<file path="src/rtl/mdu_pkg.sv">
// Shared types and helpers for the multi-cycle multiply/divide sequencer.
package mdu_pkg;

   localparam int XLEN = 32;

   typedef enum logic [2:0] {
      OP_MUL    = 3'd0,
      OP_MULH   = 3'd1,
      OP_MULHSU = 3'd2,
      OP_MULHU  = 3'd3,
      OP_DIV    = 3'd4,
      OP_DIVU   = 3'd5,
      OP_REM    = 3'd6,
      OP_REMU   = 3'd7
   } mdu_op_e;

   typedef enum logic [1:0] {
      IDLE  = 2'd0,
      ITER  = 2'd1,
      FIXUP = 2'd2,
      DONE  = 2'd3
   } mdu_state_e;

   // rs1 is treated as two's complement for these ops
   function automatic logic is_signed_rs1(mdu_op_e op);
      return op inside {OP_MUL, OP_MULH, OP_MULHSU, OP_DIV, OP_REM};
   endfunction

   // rs2 is treated as two's complement for these ops
   function automatic logic is_signed_rs2(mdu_op_e op);
      return op inside {OP_MUL, OP_MULH, OP_DIV, OP_REM};
   endfunction

endpackage

</file>
<file path="src/rtl/mdu_seq_if.sv">
// Core <-> MDU request/response bundle.
interface mdu_seq_if #(
   parameter int XLEN = 32
) ();
   logic            start;
   logic [2:0]      funct3;
   logic [XLEN-1:0] rdata1;
   logic [XLEN-1:0] rdata2;
   logic            kill;
   logic            stall;
   logic            busy;
   logic            done;
   logic [XLEN-1:0] result;

   modport master (
      output start, funct3, rdata1, rdata2, kill,
      input  stall, busy, done, result
   );

   modport slave (
      input  start, funct3, rdata1, rdata2, kill,
      output stall, busy, done, result
   );
endinterface

</file>
<file path="src/rtl/mdu_step.sv">
// One shift/add (multiply) or shift/trial-subtract (restoring divide) step.
// Multiply: acc = {carry, hi, multiplier}; add operand to hi when acc[0], shift right.
// Divide:   acc = {rem[32:0], dividend/quotient}; shift left, subtract operand
//           from the remainder when it fits. The quotient bit is returned
//           separately and the caller merges it into acc[0].
module mdu_step #(
   parameter int XLEN = 32
) (
   input  logic              i_is_div,
   input  logic [2*XLEN:0]   i_acc,
   input  logic [XLEN-1:0]   i_op,
   output logic [2*XLEN:0]   o_acc,
   output logic              o_qbit
);

   logic [XLEN:0]   w_sum;
   logic [2*XLEN:0] w_sh;
   logic [XLEN+1:0] w_diff;
   logic            w_fits;

   // single combinational iteration for either operation
   always_comb begin
      // hi half plus carry bit stays below 2^(XLEN+1), so no overflow here
      w_sum  = i_acc[2*XLEN:XLEN] + (i_acc[0] ? {1'b0, i_op} : '0);
      w_sh   = {i_acc[2*XLEN-1:0], 1'b0};
      w_diff = {1'b0, w_sh[2*XLEN:XLEN]} - {2'b00, i_op};
      w_fits = ~w_diff[XLEN+1];
      o_qbit = i_is_div & w_fits;
      if (i_is_div)
         o_acc = {(w_fits ? w_diff[XLEN:0] : w_sh[2*XLEN:XLEN]), w_sh[XLEN-1:0]};
      else
         o_acc = {1'b0, w_sum, i_acc[XLEN-1:1]};
   end

endmodule

</file>
<file path="src/rtl/mdu_seq.sv">
// Multi-cycle RV32M sequencer: 32 iterations of a shared step, then sign
// fixup and high/low selection. Divide-by-zero and signed overflow finish
// in one cycle without iterating.
module mdu_seq #(
   parameter int XLEN  = 32,
   parameter int CNT_W = 5
) (
   input  logic    clk,
   input  logic    rst_n,
   mdu_seq_if.slave bus
);
   import mdu_pkg::*;

   mdu_state_e       r_state;
   logic [CNT_W-1:0] r_cnt;
   logic [2*XLEN:0]  r_acc;
   logic [XLEN-1:0]  r_op;     // multiplicand or divisor magnitude
   mdu_op_e          r_fn;
   logic             r_sign1;
   logic             r_sign2;
   logic [XLEN-1:0]  r_result;

   mdu_op_e          w_fn;
   logic             w_is_div;
   logic             w_sign1, w_sign2;
   logic [XLEN-1:0]  w_abs1, w_abs2;
   logic             w_div0, w_ovf, w_special;
   logic [XLEN-1:0]  w_spec_res;
   logic             w_accept;
   logic [2*XLEN:0]  w_step_acc;
   logic             w_qbit;
   logic [2*XLEN-1:0] w_prod;
   logic [XLEN-1:0]  w_quo, w_rem;
   logic [XLEN-1:0]  w_fix;

   assign w_fn     = mdu_op_e'(bus.funct3);
   assign w_is_div = bus.funct3[2];
   assign w_sign1  = is_signed_rs1(w_fn) & bus.rdata1[XLEN-1];
   assign w_sign2  = is_signed_rs2(w_fn) & bus.rdata2[XLEN-1];
   assign w_abs1   = w_sign1 ? -bus.rdata1 : bus.rdata1;
   assign w_abs2   = w_sign2 ? -bus.rdata2 : bus.rdata2;
   assign w_accept = (r_state == IDLE) & bus.start & ~bus.kill;

   // special-case divides resolved straight from the operands
   always_comb begin
      w_div0     = (bus.rdata2 == '0);
      w_ovf      = (w_fn == OP_DIV || w_fn == OP_REM) &&
                   (bus.rdata1 == {1'b1, {(XLEN-1){1'b0}}}) && (&bus.rdata2);
      w_special  = w_is_div & (w_div0 | w_ovf);
      w_spec_res = '0;
      if (!bus.funct3[1])   // DIV/DIVU: quotient
         w_spec_res = w_div0 ? '1 : {1'b1, {(XLEN-1){1'b0}}};
      else                  // REM/REMU: remainder
         w_spec_res = w_div0 ? bus.rdata1 : '0;
   end

   mdu_step #(.XLEN(XLEN)) u_step (
      .i_is_div (r_fn[2]),
      .i_acc    (r_acc),
      .i_op     (r_op),
      .o_acc    (w_step_acc),
      .o_qbit   (w_qbit)
   );

   // sign correction and result selection after the last iteration
   always_comb begin
      w_prod = r_acc[2*XLEN-1:0];
      if (r_sign1 ^ r_sign2) w_prod = -w_prod;
      w_quo  = r_acc[XLEN-1:0];
      w_rem  = r_acc[2*XLEN-1:XLEN];
      w_fix  = '0;
      case (r_fn)
         OP_MUL:                       w_fix = w_prod[XLEN-1:0];
         OP_MULH, OP_MULHSU, OP_MULHU: w_fix = w_prod[2*XLEN-1:XLEN];
         OP_DIV, OP_DIVU:              w_fix = (r_sign1 ^ r_sign2) ? -w_quo : w_quo;
         OP_REM, OP_REMU:              w_fix = r_sign1 ? -w_rem : w_rem;
         default:                      w_fix = '0;
      endcase
   end

   // sequencer FSM: kill aborts any in-flight op without touching result
   always_ff @(posedge clk or negedge rst_n) begin
      if (!rst_n) begin
         r_state  <= IDLE;
         r_cnt    <= '0;
         r_acc    <= '0;
         r_op     <= '0;
         r_fn     <= OP_MUL;
         r_sign1  <= 1'b0;
         r_sign2  <= 1'b0;
         r_result <= '0;
      end else if (bus.kill && r_state != IDLE) begin
         r_state <= IDLE;
         r_cnt   <= '0;
      end else begin
         case (r_state)
            IDLE: if (w_accept) begin
               r_fn    <= w_fn;
               r_sign1 <= w_sign1;
               r_sign2 <= w_sign2;
               r_cnt   <= '0;
               // divide iterates on the dividend, multiply on the multiplier
               r_acc   <= {{(XLEN+1){1'b0}}, (w_is_div ? w_abs1 : w_abs2)};
               r_op    <= w_is_div ? w_abs2 : w_abs1;
               if (w_special) begin
                  r_result <= w_spec_res;
                  r_state  <= DONE;
               end else begin
                  r_state  <= ITER;
               end
            end
            ITER: begin
               r_acc <= {w_step_acc[2*XLEN:1], w_step_acc[0] | w_qbit};
               r_cnt <= r_cnt + 1'b1;
               if (r_cnt == CNT_W'(XLEN-1)) r_state <= FIXUP;
            end
            FIXUP: begin
               r_result <= w_fix;
               r_state  <= DONE;
            end
            DONE:    r_state <= IDLE;
            default: r_state <= IDLE;
         endcase
      end
   end

   assign bus.stall  = w_accept | (r_state == ITER) | (r_state == FIXUP);
   assign bus.busy   = (r_state != IDLE);
   assign bus.done   = (r_state == DONE);
   assign bus.result = r_result;

endmodule
</file>
<file path="src/flat_wrapper.sv">
// flat-port wrapper written by rule: the top's interface ports become plain ports
module mdu_seq_flat import mdu_pkg::*;
#(
   parameter int XLEN  = 32,
   parameter int CNT_W = 5
)
  (clk, rst_n, bus_start, bus_funct3, bus_rdata1, bus_rdata2, bus_kill, bus_stall, bus_busy, bus_done, bus_result);
  mdu_seq_if #(.XLEN(XLEN)) bus_i ();
  input  logic clk;
  input  logic rst_n;
  input wire logic [$bits(bus_i.start)-1:0] bus_start;
  input wire logic [$bits(bus_i.funct3)-1:0] bus_funct3;
  input wire logic [$bits(bus_i.rdata1)-1:0] bus_rdata1;
  input wire logic [$bits(bus_i.rdata2)-1:0] bus_rdata2;
  input wire logic [$bits(bus_i.kill)-1:0] bus_kill;
  output wire logic [$bits(bus_i.stall)-1:0] bus_stall;
  output wire logic [$bits(bus_i.busy)-1:0] bus_busy;
  output wire logic [$bits(bus_i.done)-1:0] bus_done;
  output wire logic [$bits(bus_i.result)-1:0] bus_result;
  assign bus_i.start = bus_start;
  assign bus_i.funct3 = bus_funct3;
  assign bus_i.rdata1 = bus_rdata1;
  assign bus_i.rdata2 = bus_rdata2;
  assign bus_i.kill = bus_kill;
  assign bus_stall = bus_i.stall;
  assign bus_busy = bus_i.busy;
  assign bus_done = bus_i.done;
  assign bus_result = bus_i.result;
  mdu_seq #(.XLEN(XLEN), .CNT_W(CNT_W)) u_core (.clk(clk), .rst_n(rst_n), .bus(bus_i));
endmodule
</file>
<file path="config.mk">
export PLATFORM = sky130hd
export DESIGN_NAME = mdu_seq_flat
export DESIGN_NICKNAME = d
export VERILOG_FILES = /design/src/rtl/mdu_pkg.sv /design/src/rtl/mdu_seq_if.sv /design/src/rtl/mdu_step.sv /design/src/rtl/mdu_seq.sv /design/src/flat_wrapper.sv
export SDC_FILE = /design/constraint.sdc
export NUM_CORES = 1
export LEC_CHECK = 0
export BUFFER_PORTS_ARGS = -buffer_cell sky130_fd_sc_hd__buf_2
export CELL_PAD_IN_SITES_DETAIL_PLACEMENT = 0
export CELL_PAD_IN_SITES_GLOBAL_PLACEMENT = 2
export CORE_ASPECT_RATIO = 1.5
export CORE_MARGIN = 2
export CORE_UTILIZATION = 30
export CTS_CLUSTER_SIZE = 10
export DETAILED_ROUTE_END_ITERATION = 7
export PLACE_DENSITY_LB_ADDON = 0.1
export RECOVER_POWER = 100
export SETUP_SLACK_MARGIN = 0.05
export SYNTH_ARGS = -nofsm -noshare
export SYNTH_HDL_FRONTEND = slang
export SYNTH_HIERARCHICAL = 1
export SYNTH_SLANG_ARGS = --single-unit
</file>
<file path="constraint.sdc">
create_clock -name clk -period 3.27 [get_ports clk]
set_input_delay 0.4905 -clock clk [delete_from_list [all_inputs] [get_ports clk]]
set_output_delay 0.4905 -clock clk [all_outputs]
set_load 0.03 [all_outputs]
</file>
==> results of run 1 <==
-- sequential cells by signal, indices dropped and copies added, names as in the netlist --
signal and count:
u_core/r_acc 65, u_core/bus.result 32, u_core/r_op 32, u_core/r_cnt 5, u_core/r_fn 3, u_core/r_state 2
u_core/r_sign1 1, u_core/r_sign2 1
-- per-layer routing --
layer	global-route usage (%)	wire length (um)	vias to the layer above
met5	0	0	-
met4	17.6	5550	0
met3	2.79	2300	151
met2	53.5	42000	502
met1	32.9	31200	8669
li1	-	-	8366
-- worst max-delay path, stage by stage, from the launching register on --
cell	delay (ns)
sky130_fd_sc_hd__dfrtp_2	0.50
sky130_fd_sc_hd__buf_4	0.17
sky130_fd_sc_hd__and2_4	0.13
sky130_fd_sc_hd__ha_4	0.26
sky130_fd_sc_hd__o21ai_2	0.06
sky130_fd_sc_hd__o211ai_1	0.28
sky130_fd_sc_hd__nand3_2	0.16
sky130_fd_sc_hd__a2111oi_4	0.39
sky130_fd_sc_hd__buf_6	0.18
sky130_fd_sc_hd__a21oi_4	0.07
sky130_fd_sc_hd__a311o_1	0.34
sky130_fd_sc_hd__buf_4	0.14
sky130_fd_sc_hd__xnor2_1	0.13
sky130_fd_sc_hd__nor2_1	0.11
sky130_fd_sc_hd__a31oi_1	0.06
sky130_fd_sc_hd__a22o_1	0.27
-- layout make-up --
| class | instances | area share (%) |
|---|---|---|
| well taps | 676 | 4.07 |
| repair buffers | 493 | 17.1 |
| clock inverters | 13 | 0.614 |
| multi-input cells | 1718 | 57.7 |
| clock buffers | 18 | 2.11 |
| inverters | 78 | 1.41 |
| diodes | 2 | 0.0241 |
| flip-flops and latches | 141 | 17.0 |
-- stage by stage --
stage | utilization (%) | hold slack [ns] | TNS [ns] | instance area, sq um
floorplan | - | 0.195 | 0 | 15800
global placement | 37.6 | 0.462 | -3.83 | 19500
detailed placement | 37.6 | 0.472 | -3.96 | 19500
CTS | 39.3 | 0.0967 | -0.200 | 20300
global route | 40.1 | 0.334 | -4.72 | 20800
finish | 40.1 | 0.333 | -0.478 | 20800
-- timing repair --
item / 4_1_cts / 5_1_grt
pin swaps: 25 / 54
setup endpoints to repair: 32 / 46
gates resized for setup: 41 / 81
gates cloned: 2 / 1
setup buffers: 6 / 18
hold endpoints to repair: 0 / 0
hold buffers: 0 / 0
-- power groups by stage --
stage / registers [mW] / logic (mW) / clock network, mW
floorplan: 3.58 / 10.1 / 0
global placement: 3.40 / 17.8 / 0
detailed placement: 3.41 / 17.8 / 0
CTS: 3.40 / 18.5 / 2.06
global route: 3.54 / 20.9 / 2.11
finish: 3.44 / 19.5 / 2.02
-- cells by family after synthesis --
family                     share of synthesized area, %
buffers and inverters                              5.36
DFF                                                22.4
muxes                                              7.67
and+or+nand+nor                                    21.4
adders and majority gates                          6.20
AOI/OAI and AO/OA                                  27.1
xor gates and xnor gates                           9.94
-- worst max path at each step --
stage / cells after the start / start / to
6_report: 15 / u_core/r_acc[0] / u_core/r_acc[60]
5_1_grt: 14 / u_core/r_acc[0] / u_core/r_acc[63]
4_1_cts: 13 / u_core/r_acc[0] / u_core/r_acc[63]
3_5_place_dp: 10 / bus_rdata1[5] / u_core/r_acc[31]
3_3_place_gp: 10 / bus_rdata1[5] / u_core/r_acc[31]
2_1_floorplan: 14 / u_core/r_acc[0] / u_core/r_acc[63]
-- cell usage in the layout (no fill, tap or decap), types with 13 or more instances in the layout --
cell type / instances
sky130_fd_sc_hd__o41ai_1: 16
sky130_fd_sc_hd__and3_1: 21
sky130_fd_sc_hd__buf_4: 341
sky130_fd_sc_hd__xor2_1: 93
sky130_fd_sc_hd__nand2_1: 197
sky130_fd_sc_hd__a22o_1: 34
sky130_fd_sc_hd__buf_2: 70
sky130_fd_sc_hd__dfrtp_1: 137
sky130_fd_sc_hd__nor2_1: 183
sky130_fd_sc_hd__a21oi_1: 151
sky130_fd_sc_hd__nor4_1: 35
sky130_fd_sc_hd__clkbuf_16: 18
sky130_fd_sc_hd__o21ai_1: 13
sky130_fd_sc_hd__o21ai_0: 134
sky130_fd_sc_hd__a31oi_1: 35
sky130_fd_sc_hd__a21o_1: 35
sky130_fd_sc_hd__xnor2_1: 83
sky130_fd_sc_hd__or3_1: 19
sky130_fd_sc_hd__ha_4: 14
sky130_fd_sc_hd__nand3_1: 44
sky130_fd_sc_hd__o31ai_1: 27
sky130_fd_sc_hd__mux2_2: 50
sky130_fd_sc_hd__o22ai_1: 22
sky130_fd_sc_hd__clkbuf_1: 45
sky130_fd_sc_hd__a41oi_1: 16
sky130_fd_sc_hd__and2_1: 38
sky130_fd_sc_hd__inv_1: 73
sky130_fd_sc_hd__nand4_1: 25
sky130_fd_sc_hd__nor3_1: 46
sky130_fd_sc_hd__o211ai_1: 24
sky130_fd_sc_hd__o21a_1: 17
sky130_fd_sc_hd__or4_1: 20
sky130_fd_sc_hd__buf_6: 16
sky130_fd_sc_hd__ha_1: 60
sky130_fd_sc_hd__mux2i_1: 58
==> flow_metrics.py, run 1 <==
metrics = {
    "synthesis": {
        "synthArstFlopShare_pct": 100,
        "yosysUniqueCellTypes": 86,
        "synth_nets": 2224,
        "seq_area_frac_synth_pct": 22.4,
        "ys_top_cells_by_count": "sky130_fd_sc_hd__nand2_1 (199), sky130_fd_sc_hd__nor2_1 (187), sky130_fd_sc_hd__a21oi_1 (165)",
        "syn_area_per_cell_sq_um": 7.60,
        "yosys_warnings": 6,
        "share_of_the_synthesized_area_in_the_top_cell_type_pct": 22.4,
        "postSynthRegisterBits": 141,
        "netlist.top_cell.by_area": "sky130_fd_sc_hd__dfrtp_1",
        "netlist_area_sq_um": 15800,
        "synth.top_cells.by_area": "sky130_fd_sc_hd__dfrtp_1 (22%), sky130_fd_sc_hd__ha_1 (5.9%), sky130_fd_sc_hd__xor2_1 (5.3%)",
        "yosysMostFrequentCell": "sky130_fd_sc_hd__nand2_1",
        "synth_flop_type": "sky130_fd_sc_hd__dfrtp_1",
        "post_synth_inst_count": 2076,
        "synth-edff-count": 0,
    },
    "min_path": {
        "timing.hold.worst.class": "in -> reg",
        "worstHoldStart": "bus_funct3[0]",
        "hold_end": "u_core/r_fn[0]",
        "worst_hold_path_stage_count": 3,
    },
    "detailed_routing": {
        "totalWireLength_mm": 81.0,
        "avgRoutedWirePerCell_um": 25.8,
        "number_of_detailed_route_iterations_in_the_first_pass": 5,
        "antenna_left": 0,
        "post-route-drc-count": 0,
        "routed_via_density": 5.63,
        "num_vias": 17700,
        "dr.first_iter.drc_count": 1201,
    },
    "timing": {
        "grt_setup_unrepaired": "yes",
        "share_of_the_cycle_needed_by_the_critical_path_after_routing_pct": 103,
        "post-route-min-period_ns": 3.38,
        "max_freq_mhz": 296,
        "finalHoldViolCount": 0,
        "worst_pin_slew_ns": 2.04,
        "report.final.setup_viol": 8,
        "layout_setup_ws_ns": -0.114,
        "clock-skew-final_ns": 0.0174,
        "slew-limit-headroom_pct": -36.2,
        "report.final.slew_viol_count": 71,
    },
    "job": {
        "maxCapViolCount": 1,
    },
    "finish": {
        "nFillCells": 5573,
        "areaGrowthSynthToFinish_pct": 31.6,
        "finalNetCount": 2597,
        "final-seq-area_sq_um": 3530,
        "share_of_post_route_cells_with_drive_strength_above_1_pct": 26.4,
        "stdcell_count": 3139,
        "area_used_by_multi_input_combinational_logic_sq_um": 12000,
    },
    "run_status": {
        "violated_checks": "capacitance limit, slew limit, setup timing",
        "run_status": "finished, violations left",
    },
    "die": {
        "die_x_um": 191,
        "starting_utilization_of_the_core_area_pct": 30.5,
        "top_level_port_count": 106,
        "fp.dieArea_sq_um": 54500,
        "die_h_um": 285,
        "fp.coreArea_sq_um": 51800,
        "num_rows": 102,
    },
    "place": {
        "dpl.hpwl_mm": 65.6,
        "port-buffer-count": 105,
        "pre_cts_ws_ns": -0.591,
        "place.gp.congestion": 0.968,
        "place.detailed.instances": 3081,
    },
    "worst_setup_path": {
        "critPathCaptureType": "flip-flop",
        "critPathRequiredTime_ns": 3.63,
        "reg2reg_from": "u_core/r_acc[0]",
        "crit_path_max_fanout": 8,
        "data_arrival_time_of_the_critical_path_ns": 3.74,
        "register_to_register_setup_slack_ns": -0.11,
        "crit_path_launch_type": "flip-flop",
        "worst-r2r-cell-count": 15,
        "worst-setup-path-type": "reg -> reg",
        "regToRegEndpoint": "u_core/r_acc[60]",
    },
    "grt": {
        "grt_antenna_before_repair": 1,
        "gr-usage-all-layers_pct": 29.5,
        "grt_overflow": 0,
        "number_of_global_route_vias_before_repair": 17800,
        "largest_net_degree_at_the_start_of_global_routing": 74,
        "first_pass_grt_wire_length_mm": 118,
    },
    "clock_network": {
        "clock_tree.buffer_depth": 2,
        "tritoncts": "built",
        "clock_tree.root_cell": "sky130_fd_sc_hd__clkbuf_16",
        "numCtsBuffers": 17,
        "clkSlewWorstSetupHoldPaths_ns": 0.07,
        "clock_sinks": 141,
        "clock_latency_ns": 0.47,
        "htree_levels": 4,
    },
    "power": {
        "power.static_leakage_nw": 9.16,
        "p_comb_share_pct": 78.1,
        "ir_drop_uv": 876,
        "netSwitchingFraction_pct": 51.9,
        "power_mw": 24.9,
        "cellPowerDensity_nw_per_um2": 1200,
        "sequentialPowerShare_pct": 13.8,
        "internal_power_mw": 12.0,
        "pwr-share-clk_pct": 8.1,
        "switchingPower_mw": 12.9,
    },
}
(Power assumes the default switching activity.)
==> run 2: changes to the inputs <==
--- a/config.mk
+++ b/config.mk
@@ -14,7 +14,7 @@
 export CTS_CLUSTER_SIZE = 10
 export DETAILED_ROUTE_END_ITERATION = 7
 export PLACE_DENSITY_LB_ADDON = 0.1
-export RECOVER_POWER = 100
+export RECOVER_POWER = 50
 export SETUP_SLACK_MARGIN = 0.05
 export SYNTH_ARGS = -nofsm -noshare
 export SYNTH_HDL_FRONTEND = slang
==> constraint.sdc (replaced) <==
create_clock -name clk -period 3.53 [get_ports clk]
set_input_delay 0.706 -clock clk [delete_from_list [all_inputs] [get_ports clk]]
set_output_delay 0.706 -clock clk [all_outputs]
set_load 0.03 [all_outputs]
==> run 2 against run 1 <==
Compared with the run above: the flow finishes with violations (capacitance limit, slew limit); critical path depth shrank 1; worst hold slack gained 0.16 ns; routed wire length shrank 3.1%; sequential share of layout area grew 0.93 points; global-route usage shrank 0.82 points; combinational power shrank 16%; register-to-register slack gained 0.19 ns; clock power grew 3%; design area shrank 5.2%; highest routed layer is now met5.
==> flow_metrics.py, run 2 (synthesis results as in run 1) <==
metrics = {
    "finish": {
        "nFillCells": 5612,
        "layout_commonest_cell": "sky130_fd_sc_hd__buf_4",
        "area_used_by_multi_input_combinational_logic_sq_um": 11700,
        "largest_register_ff_count": 65,
        "final-seq-area_sq_um": 3530,
        "antenna_cells_inserted": 0,
        "finalNetCount": 2477,
        "areaGrowthSynthToFinish_pct": 24.8,
        "top_library_cells_by_usage_in_the_layout_fill_and_taps_aside": "sky130_fd_sc_hd__buf_4 (253), sky130_fd_sc_hd__nand2_1 (197), sky130_fd_sc_hd__nor2_1 (186), sky130_fd_sc_hd__a21oi_1 (159), sky130_fd_sc_hd__o21ai_0 (141)",
        "largest_register": "u_core/r_acc",
        "share_of_post_route_cells_with_drive_strength_above_1_pct": 22.1,
    },
    "place": {
        "port-buffer-count": 105,
        "dpl.hpwl_mm": 64.3,
        "place.gp.congestion": 0.974,
    },
    "power": {
        "power.static_leakage_nw": 8.66,
        "cellPowerDensity_nw_per_um2": 1100,
        "ir_drop_uv": 485,
        "sequentialPowerShare_pct": 15.2,
        "p_comb_share_pct": 75.2,
        "switchingPower_mw": 11.7,
        "pwr-share-clk_pct": 9.5,
        "netSwitchingFraction_pct": 53.6,
        "internal_power_mw": 10.1,
    },
    "min_path": {
        "worstHoldStart": "u_core/bus.result[20]",
        "timing.hold.worst.class": "reg -> reg",
    },
    "clock_network": {
        "htree_levels": 4,
        "clock_tree.root_cell": "sky130_fd_sc_hd__clkbuf_16",
        "clkSlewWorstSetupHoldPaths_ns": 0.08,
        "numCtsBuffers": 17,
        "holdBufCountCts": 0,
        "clock_sinks": 141,
        "tritoncts": "built",
        "clock_tree.buffer_depth": 2,
        "clock_latency_ns": 0.46,
    },
    "grt": {
        "gr-usage-all-layers_pct": 28.7,
        "first_pass_grt_wire_length_mm": 115,
        "largest_net_degree_at_the_start_of_global_routing": 105,
        "grt_antenna_before_repair": 2,
        "grt_overflow": 0,
        "number_of_global_route_vias_before_repair": 17000,
    },
    "worst_setup_path": {
        "worst-setup-path-type": "reg -> reg",
        "reg2reg_from": "u_core/r_acc[0]",
        "crit_path_launch_type": "flip-flop",
        "register_to_register_setup_slack_ns": 0.08,
        "critPathCaptureType": "flip-flop",
        "crit_path_max_fanout": 5,
        "data_arrival_time_of_the_critical_path_ns": 3.83,
        "critPathRequiredTime_ns": 3.91,
        "timing.critical_path.from": "u_core/r_acc[0]",
    },
    "detailed_routing": {
        "avgRoutedWirePerCell_um": 26.0,
        "dr.first_iter.drc_count": 1218,
        "antenna_left": 0,
        "number_of_detailed_route_iterations_in_the_first_pass": 6,
        "routed_via_density": 5.68,
        "num_vias": 17100,
        "post-route-drc-count": 0,
        "totalWireLength_mm": 78.5,
    },
    "timing": {
        "worst_hold_slack_ns": 0.496,
        "worst_pin_slew_ns": 1.66,
        "post-route-min-period_ns": 3.45,
        "max_freq_mhz": 290,
        "share_of_the_cycle_needed_by_the_critical_path_after_routing_pct": 97.8,
        "report.final.setup_viol": 0,
        "final.setup.tns_ns": 0,
        "grt_setup_unrepaired": "yes",
        "finalHoldViolCount": 0,
        "clock-skew-final_ns": 0.0203,
        "report.final.slew_viol_count": 56,
        "slew-limit-headroom_pct": -10.7,
    },
    "run_status": {
        "run_status": "finished, violations left",
        "violated_checks": "capacitance limit, slew limit",
    },
    "die": {
        "die_x_um": 191,
        "fp.dieArea_sq_um": 54500,
        "die_h_um": 285,
        "fp.coreArea_sq_um": 51800,
        "starting_utilization_of_the_core_area_pct": 30.5,
        "num_rows": 102,
        "top_level_port_count": 106,
    },
    "job": {
        "maxCapViolCount": 1,
    },
}
[run 2: changes by cell type in the layout (fill, tap and decap cells not counted), moves of 7 or more]
cell                       previous run  this run
sky130_fd_sc_hd__buf_4              341       253
sky130_fd_sc_hd__clkbuf_1            45        18
sky130_fd_sc_hd__buf_2               70        88
sky130_fd_sc_hd__buf_6               16         2
sky130_fd_sc_hd__a21oi_1            151       159
sky130_fd_sc_hd__o21ai_0            134       141
[run 2: area by class of cell]
| type | instances | area share [%] |
|---|---|---|
| multi-input cells | 1718 | 59.5 |
| flip-flops and latches | 141 | 17.9 |
| repair buffers | 373 | 13.5 |
| well taps | 676 | 4.30 |
| clock buffers | 19 | 2.25 |
| inverters | 78 | 1.49 |
| clock inverters | 13 | 1.02 |
[run 2: worst paths after layout]
| kind | to | depth (start not counted) |
|---|---|---|
| max reg2reg | u_core/r_acc[63] | 14 |
| min | u_core/bus.result[20] | 2 |
| min in group asynchronous | u_core/r_state[0] | 1 |
| max in group asynchronous | u_core/r_acc[59] | 2 |
| max | u_core/r_acc[63] | 14 |
| min reg2reg | u_core/bus.result[20] | 2 |
[run 2: power by group through the flow]
stage               registers, mW  logic [mW]  clock network [mW]
floorplan                    3.31        9.31                   0
global placement             3.31        15.7                   0
detailed placement           3.32        15.6                   0
CTS                          3.30        15.8                2.11
global route                 3.42        17.5                2.18
finish                       3.31        16.4                2.08
[run 2: through the flow]
step                utilization (%)  worst slack (ns)  power [mW]  cells  cell area [sq um]
floorplan                         -             0.113        12.6   2076              15800
global placement               36.0            -0.904        19.0   2972              18600
detailed placement             36.0            -0.894        19.0   2972              18600
CTS                            37.4            0.0118        21.2   3004              19400
global route                   38.0          -0.00286        23.1   3018              19700
finish                         38.0            0.0777        21.8   3018              19700
[run 2: worst max-delay path, stage by stage, from the launching register on]
cell and delay (ns):
sky130_fd_sc_hd__dfrtp_1 0.43, sky130_fd_sc_hd__buf_6 0.16, sky130_fd_sc_hd__buf_12 0.12, sky130_fd_sc_hd__and2_4 0.14, sky130_fd_sc_hd__ha_4 0.15, sky130_fd_sc_hd__a21o_1 0.19
sky130_fd_sc_hd__a21o_1 0.16, sky130_fd_sc_hd__a21o_1 0.16, sky130_fd_sc_hd__a221o_1 0.36, sky130_fd_sc_hd__a221oi_4 0.35, sky130_fd_sc_hd__o31ai_2 0.14, sky130_fd_sc_hd__o31a_1 0.33
sky130_fd_sc_hd__mux2_4 0.31, sky130_fd_sc_hd__a311oi_2 0.23, sky130_fd_sc_hd__a22o_1 0.16
[run 2: routing by layer]
layer	global-route usage, %	vias to the layer above	share of wire [%]
met5	0	-	0.017
met2	52.0	511	51
met4	17.0	2	6.9
li1	-	8123	-
met1	32.3	8377	38
met3	2.44	134	3.5
[run 2: what timing repair did]
item | 4_1_cts | 5_1_grt
setup buffers | 0 | 14
cloned | 0 | 2
pin swaps | 10 | 35
setup endpoints to repair | 41 | 40
gates resized for setup | 17 | 37
